--- config.mk ---
export PLATFORM = sky130hd
export DESIGN_NAME = rf_ex_operand_stage
export DESIGN_NICKNAME = d
export VERILOG_FILES = /design/src/rtl/cpu_pipe_pkg.sv /design/src/rtl/operand_fwd_mux.sv /design/src/rtl/rf_ex_operand_stage.sv
export SDC_FILE = /design/constraint.sdc
export NUM_CORES = 1
export LEC_CHECK = 0
export ABC_AREA = 0
export BUFFER_PORTS_ARGS = -buffer_cell sky130_fd_sc_hd__buf_2
export CAP_MARGIN = 40
export CORE_MARGIN = 3
export CORE_UTILIZATION = 47
export DETAILED_ROUTE_END_ITERATION = 6
export PLACE_DENSITY = 0.92
export SLEW_MARGIN = 25
export SYNTH_ARGS = -nofsm -noshare
export SYNTH_HDL_FRONTEND = slang
export SYNTH_SLANG_ARGS = --single-unit
--- constraint.sdc ---
create_clock -name clk -period 4.1 [get_ports clk]
set_input_delay 0.82 -clock clk [delete_from_list [all_inputs] [get_ports clk]]
set_output_delay 0.82 -clock clk [all_outputs]
set_load 0.05 [all_outputs]
--- src/rtl/cpu_pipe_pkg.sv ---
// Shared pipeline definitions for the 6-stage CPU:
// widths, forward select codes, load-use FSM and RF/EX bundle.
package cpu_pipe_pkg;

  localparam int DW  = 16;
  localparam int AW  = 3;
  localparam int OPW = 4;

  localparam logic [1:0] FWD_RF = 2'b00;
  localparam logic [1:0] FWD_EX = 2'b01;
  localparam logic [1:0] FWD_EM = 2'b10;
  localparam logic [1:0] FWD_WB = 2'b11;

  typedef enum logic {
    ST_IDLE      = 1'b0,
    ST_INTERLOCK = 1'b1
  } lu_state_e;

  typedef struct packed {
    logic           valid;
    logic [OPW-1:0] opcode;
    logic [AW-1:0]  dest;
    logic           wb;
    logic           mem_rd;
    logic [DW-1:0]  op_a;
    logic [DW-1:0]  op_b;
  } rf_ex_t;

endpackage

--- src/rtl/operand_fwd_mux.sv ---
// 4:1 operand select between register file and
// the three forwarding sources.
module operand_fwd_mux
  import cpu_pipe_pkg::*;
(
  input  logic [1:0]    sel,
  input  logic [DW-1:0] rf_data,
  input  logic [DW-1:0] ex_data,
  input  logic [DW-1:0] em_data,
  input  logic [DW-1:0] wb_data,
  output logic [DW-1:0] data
);

  always_comb begin
    data = rf_data;
    unique case (sel)
      FWD_RF: data = rf_data;
      FWD_EX: data = ex_data;
      FWD_EM: data = em_data;
      FWD_WB: data = wb_data;
    endcase
  end

endmodule

--- src/rtl/rf_ex_operand_stage.sv ---
// RF->EX stage: operand forwarding, load-use
// interlock, stall/flush and the RF/EX register.
module rf_ex_operand_stage
  import cpu_pipe_pkg::*;
(
  input  logic           clk,
  input  logic           rst_n,
  input  logic           rf_valid,
  input  logic [OPW-1:0] rf_opcode,
  input  logic [AW-1:0]  rf_dest,
  input  logic [AW-1:0]  rf_src1,
  input  logic [AW-1:0]  rf_src2,
  input  logic           rf_use1,
  input  logic           rf_use2,
  input  logic           rf_use_imm,
  input  logic [DW-1:0]  rf_imm,
  input  logic           rf_wb,
  input  logic           rf_mem_rd,
  input  logic [DW-1:0]  rf_data_a,
  input  logic [DW-1:0]  rf_data_b,
  input  logic [1:0]     fwd_sel_a,
  input  logic [1:0]     fwd_sel_b,
  input  logic [DW-1:0]  fwd_ex_data,
  input  logic [DW-1:0]  fwd_em_data,
  input  logic [DW-1:0]  fwd_wb_data,
  input  logic [AW-1:0]  em_dest,
  input  logic           em_wb,
  input  logic           em_mem_rd,
  input  logic           stall_in,
  input  logic           flush,
  output logic           ex_valid,
  output logic [OPW-1:0] ex_opcode,
  output logic [AW-1:0]  ex_dest,
  output logic           ex_wb,
  output logic           ex_mem_rd,
  output logic [DW-1:0]  ex_op_a,
  output logic [DW-1:0]  ex_op_b,
  output logic           stall_up
);

  rf_ex_t    ex_q;
  rf_ex_t    cap;
  lu_state_e state;
  logic [1:0] bub_cnt;

  logic [DW-1:0] mux_a;
  logic [DW-1:0] mux_b;
  logic [DW-1:0] op_b;
  logic m_ex;
  logic m_em;
  logic haz_ex;
  logic haz_em;
  logic bubble;

  operand_fwd_mux u_mux_a (
    .sel     (fwd_sel_a),
    .rf_data (rf_data_a),
    .ex_data (fwd_ex_data),
    .em_data (fwd_em_data),
    .wb_data (fwd_wb_data),
    .data    (mux_a)
  );

  operand_fwd_mux u_mux_b (
    .sel     (fwd_sel_b),
    .rf_data (rf_data_b),
    .ex_data (fwd_ex_data),
    .em_data (fwd_em_data),
    .wb_data (fwd_wb_data),
    .data    (mux_b)
  );

  assign op_b = rf_use_imm ? rf_imm : mux_b;

  assign m_ex = rf_valid &
    ((rf_use1 & (rf_src1 == ex_q.dest)) |
     (rf_use2 & (rf_src2 == ex_q.dest)));
  assign m_em = rf_valid &
    ((rf_use1 & (rf_src1 == em_dest)) |
     (rf_use2 & (rf_src2 == em_dest)));

  // A load in EX needs two bubbles, a load in EX/M only one
  assign haz_ex = ex_q.valid & ex_q.mem_rd & ex_q.wb & m_ex;
  assign haz_em = em_mem_rd & em_wb & m_em;

  assign bubble = (state == ST_INTERLOCK) | haz_ex | haz_em;

  assign stall_up = rst_n &
    (haz_ex | haz_em | (state == ST_INTERLOCK) | stall_in);

  always_comb begin
    cap = '0;
    if (rf_valid) begin
      cap.valid  = 1'b1;
      cap.opcode = rf_opcode;
      cap.dest   = rf_dest;
      cap.wb     = rf_wb;
      cap.mem_rd = rf_mem_rd;
      cap.op_a   = mux_a;
      cap.op_b   = op_b;
    end
  end

  always_ff @(posedge clk or negedge rst_n) begin
    if (!rst_n) begin
      state   <= ST_IDLE;
      bub_cnt <= '0;
      ex_q    <= '0;
    end else if (flush) begin
      state   <= ST_IDLE;
      bub_cnt <= '0;
      ex_q    <= '0;
    end else if (!stall_in) begin
      unique case (state)
        ST_IDLE: begin
          if (haz_ex) begin
            state   <= ST_INTERLOCK;
            bub_cnt <= 2'd1;
          end
        end
        ST_INTERLOCK: begin
          if (bub_cnt <= 2'd1) begin
            state   <= ST_IDLE;
            bub_cnt <= '0;
          end else begin
            bub_cnt <= bub_cnt - 2'd1;
          end
        end
      endcase
      ex_q <= bubble ? '0 : cap;
    end
  end

  assign ex_valid  = ex_q.valid;
  assign ex_opcode = ex_q.opcode;
  assign ex_dest   = ex_q.dest;
  assign ex_wb     = ex_q.wb;
  assign ex_mem_rd = ex_q.mem_rd;
  assign ex_op_a   = ex_q.op_a;
  assign ex_op_b   = ex_q.op_b;

endmodule

==> impl_metrics.toml <==
[status]
status = "finished, final reports clean"

[timing]
drv_slew = 0
finalClockSkew_ns = 0.007288
max_freq_mhz = 353.5
rsz0062_at_grt = "false"
hold_viol = 0
slew_headroom_pct = 50.05
setup_viol = 0
finalCritPeriodShare_pct = 68.99
min_period_ns = 2.829
tns_ns = 0
tightest_slew_ns = 0.7493

[critical_path]
critPathKind = "primary input to output pin"
slowest_delay_ns = 0.28
critPathLaunchType = "primary input"
path_max_fanout = 4
cpMostUsedCell = "buf_2"
path_cells = "buf_2, xnor2_1, nand4_1, a21oi_2, a21oi_1, a21boi_0, buf_2"
endpoint_kind = "output pin"
cp_slowest_cell = "a21oi_2"
cp_data_arrival_time_ns = 2.01
crit_required_ns = 3.28

[synth]
syn_nets = 372
ys_ff_latch = 45
syn_area_sq_um = 2853
ys_warn_count = 0
seq_area_frac_synth_pct = 39.47
synth_top_area_share_pct = 39.47
synth_edf_count = 0
synth.avg_cell_area_sq_um = 11.69
netlist_instances = 244
synth_most_common_cell = "dfrtp_1"
async_reset_ff_share_pct = 100.0
synth_flop_cell = "dfrtp_1"
synthTopCellsByCount = "dfrtp_1, a22o_1, inv_1, nor2b_1"
synth_top_area_cell = "dfrtp_1"
synth_cell_type_count = 30
synth.area.top_cells = "dfrtp_1, mux4_2, a22o_1"

[cells_and_area]
drive_gt1_share_pct = 52.59
n_fill_cell = 458
final_area_sq_um = 3850
n_antenna_cell = 0
num-nets-final = 532
syn_to_final_growth_pct = 34.96
utilization_pct = 67.84

[clocking]
htree_num_levels = 2
cts_tree = "built"
ctsLongestPathBuffers = 2
post_cts_resized = 0
cts_setup_buffers = 0
cts_sinks = 45
cts-hold-fix-buffers = 0
clk_pin_slew_ns = 0.09
clkLatencyLatePin_ns = 0.29
cts_root_buf = "clkbuf_8"
cts_buffers = 5

[global_route]
grt_overflow = 0
grtUsageMet1_pct = 29.42
grt_max_degree = 46
grtUsageTotal_pct = 24.30
grt_antenna_before_repair = 0
grt.met2_usage_pct = 43.17
met3_usage_pct = 5.133
grt_pass1_vias = 2889
grt-busiest-layer = "met2"
grt_pass1_wl_um = 13920

[die]
die_h_um = 83.91
die_x_um = 83.91
core_area_sq_um = 5675
io_pins = 171
fp-row-count = 27
start_util_pct = 50.26
die_area_sq_um = 7040

[placed_design]
dpl_cell_area_sq_um = 3747
hpwl_um = 6703
gp_congestion = 0.8470
io_buffers = 170

[detailed_routing]
wire_per_inst_um = 18.24
route.vias.total = 2823
first_pass_iters = 5
ant_nets = 0
drc = 0
drt_iter0_markers = 135
viasPerCell = 5.918
drt-total-wl_um = 8702

[power_and_ir_drop]
peakVddDrop_mv = 0.1547
combPwrFrac_pct = 30.3
seqPwrFrac_pct = 44.5
p_clk_share_pct = 25.2
p_int_uw = 719.2
power_switching_share_pct = 32.67
switching_power_uw = 349.0
power.density_nw_per_um2 = 277.5
power.leakage_uw = 0.002007

[run]
maxCapViolCount = 0

[worst_hold_path]
hold_class = "register to register"
==> metal layers <==
layer  share of wire [%]  wire length (um)
met4                 1.7               147
met2                  52              4517
met1                  39              3397
met5                   0                 0
met3                 7.3               639
==> registers in the layout, summed over array words and instances (netlist names) <==
| register | flops |
|---|---|
| ex_wb | 1 |
| ex_op_a | 16 |
| bub_cnt | 2 |
| ex_opcode | 4 |
| ex_dest | 3 |
| state | 1 |
| ex_op_b | 16 |
| ex_mem_rd | 1 |
| ex_valid | 1 |
==> worst paths after layout <==
| kind | slack (ns) | from | to | cells after the start |
|---|---|---|---|---|
| min in group asynchronous | 0.63 | rst_n | ex_wb | 2 |
| worst max register to register | 2.17 | ex_dest[2] | ex_opcode[3] | 7 |
| worst max-delay path | 1.27 | rf_src2[1] | stall_up | 7 |
| worst min register to register | 0.51 | ex_op_a[4] | ex_op_a[4] | 1 |
| max in group asynchronous | 3.08 | rst_n | ex_op_a[2] | 2 |
| worst min-delay path | 0.51 | ex_op_a[4] | ex_op_a[4] | 1 |
==> layout by cell type, fill, tap and decap left out, types with 2 or more instances in the layout <==
| cell type | instances |
|---|---|
| buf_4 | 3 |
| a21oi_1 | 3 |
| clkinvlp_4 | 3 |
| xnor2_1 | 12 |
| a22o_1 | 32 |
| a211oi_1 | 16 |
| nand4_1 | 5 |
| inv_1 | 18 |
| nor2_1 | 2 |
| mux2i_1 | 16 |
| clkbuf_8 | 5 |
| buf_16 | 2 |
| buf_2 | 170 |
| a221oi_1 | 16 |
| nand2_1 | 2 |
| nor2b_1 | 16 |
| a22o_2 | 9 |
| mux4_2 | 16 |
| dfrtp_1 | 45 |
| nand2b_1 | 2 |
==> layout make-up <==
class | count | area (sq um) | area share (%)
Clock inverter | 3 | 22.52 | 0.5850
Clock buffer | 5 | 68.82 | 1.787
Timing Repair Buffer | 176 | 939.7 | 24.41
Sequential cell | 45 | 1126 | 29.25
Multi-Input combinational cell | 158 | 1535 | 39.88
Tap cell | 72 | 90.09 | 2.340
Inverter | 18 | 67.56 | 1.755
==> worst max-delay path: cells and delay by family <==
kind,cells,cell delay [ns]
AOI/OAI and AO/OA,3,0.50
buffers and inverters,2,0.40
xor gates and xnor gates,1,0.15
and+or+nand+nor,1,0.13
==> cells by family after synthesis <==
kind of cell / share of synthesized area (%)
xor gates and xnor gates: 3.684
DFF: 39.47
and+or+nand+nor: 6.360
buffers and inverters: 6.973
muxes: 18.25
AOI/OAI and AO/OA: 25.26
==> power groups by stage <==
stage               logic [uW]  registers [uW]  clock network (uW)
CTS                        323             475                 280
finish                     324             475                 269
detailed placement         323             483                   0
global placement           307             483                   0
floorplan                  131             550                   0
global route               347             478                 299
==> per-stage QoR <==
step                      worst slack [ns]  hold slack (ns)  total power [uW]  instances
final                                1.271           0.5056              1068        477
after global routing                 1.176           0.5283              1124        477
after CTS                            1.268           0.5076              1078        476
after detailed placement             1.267           0.4820             805.7        468
after global placement               1.335           0.4809             790.1        466
after floorplan                     0.7918           0.5244             680.9        244
No activity file was read; power rests on OpenSTA's default activity.
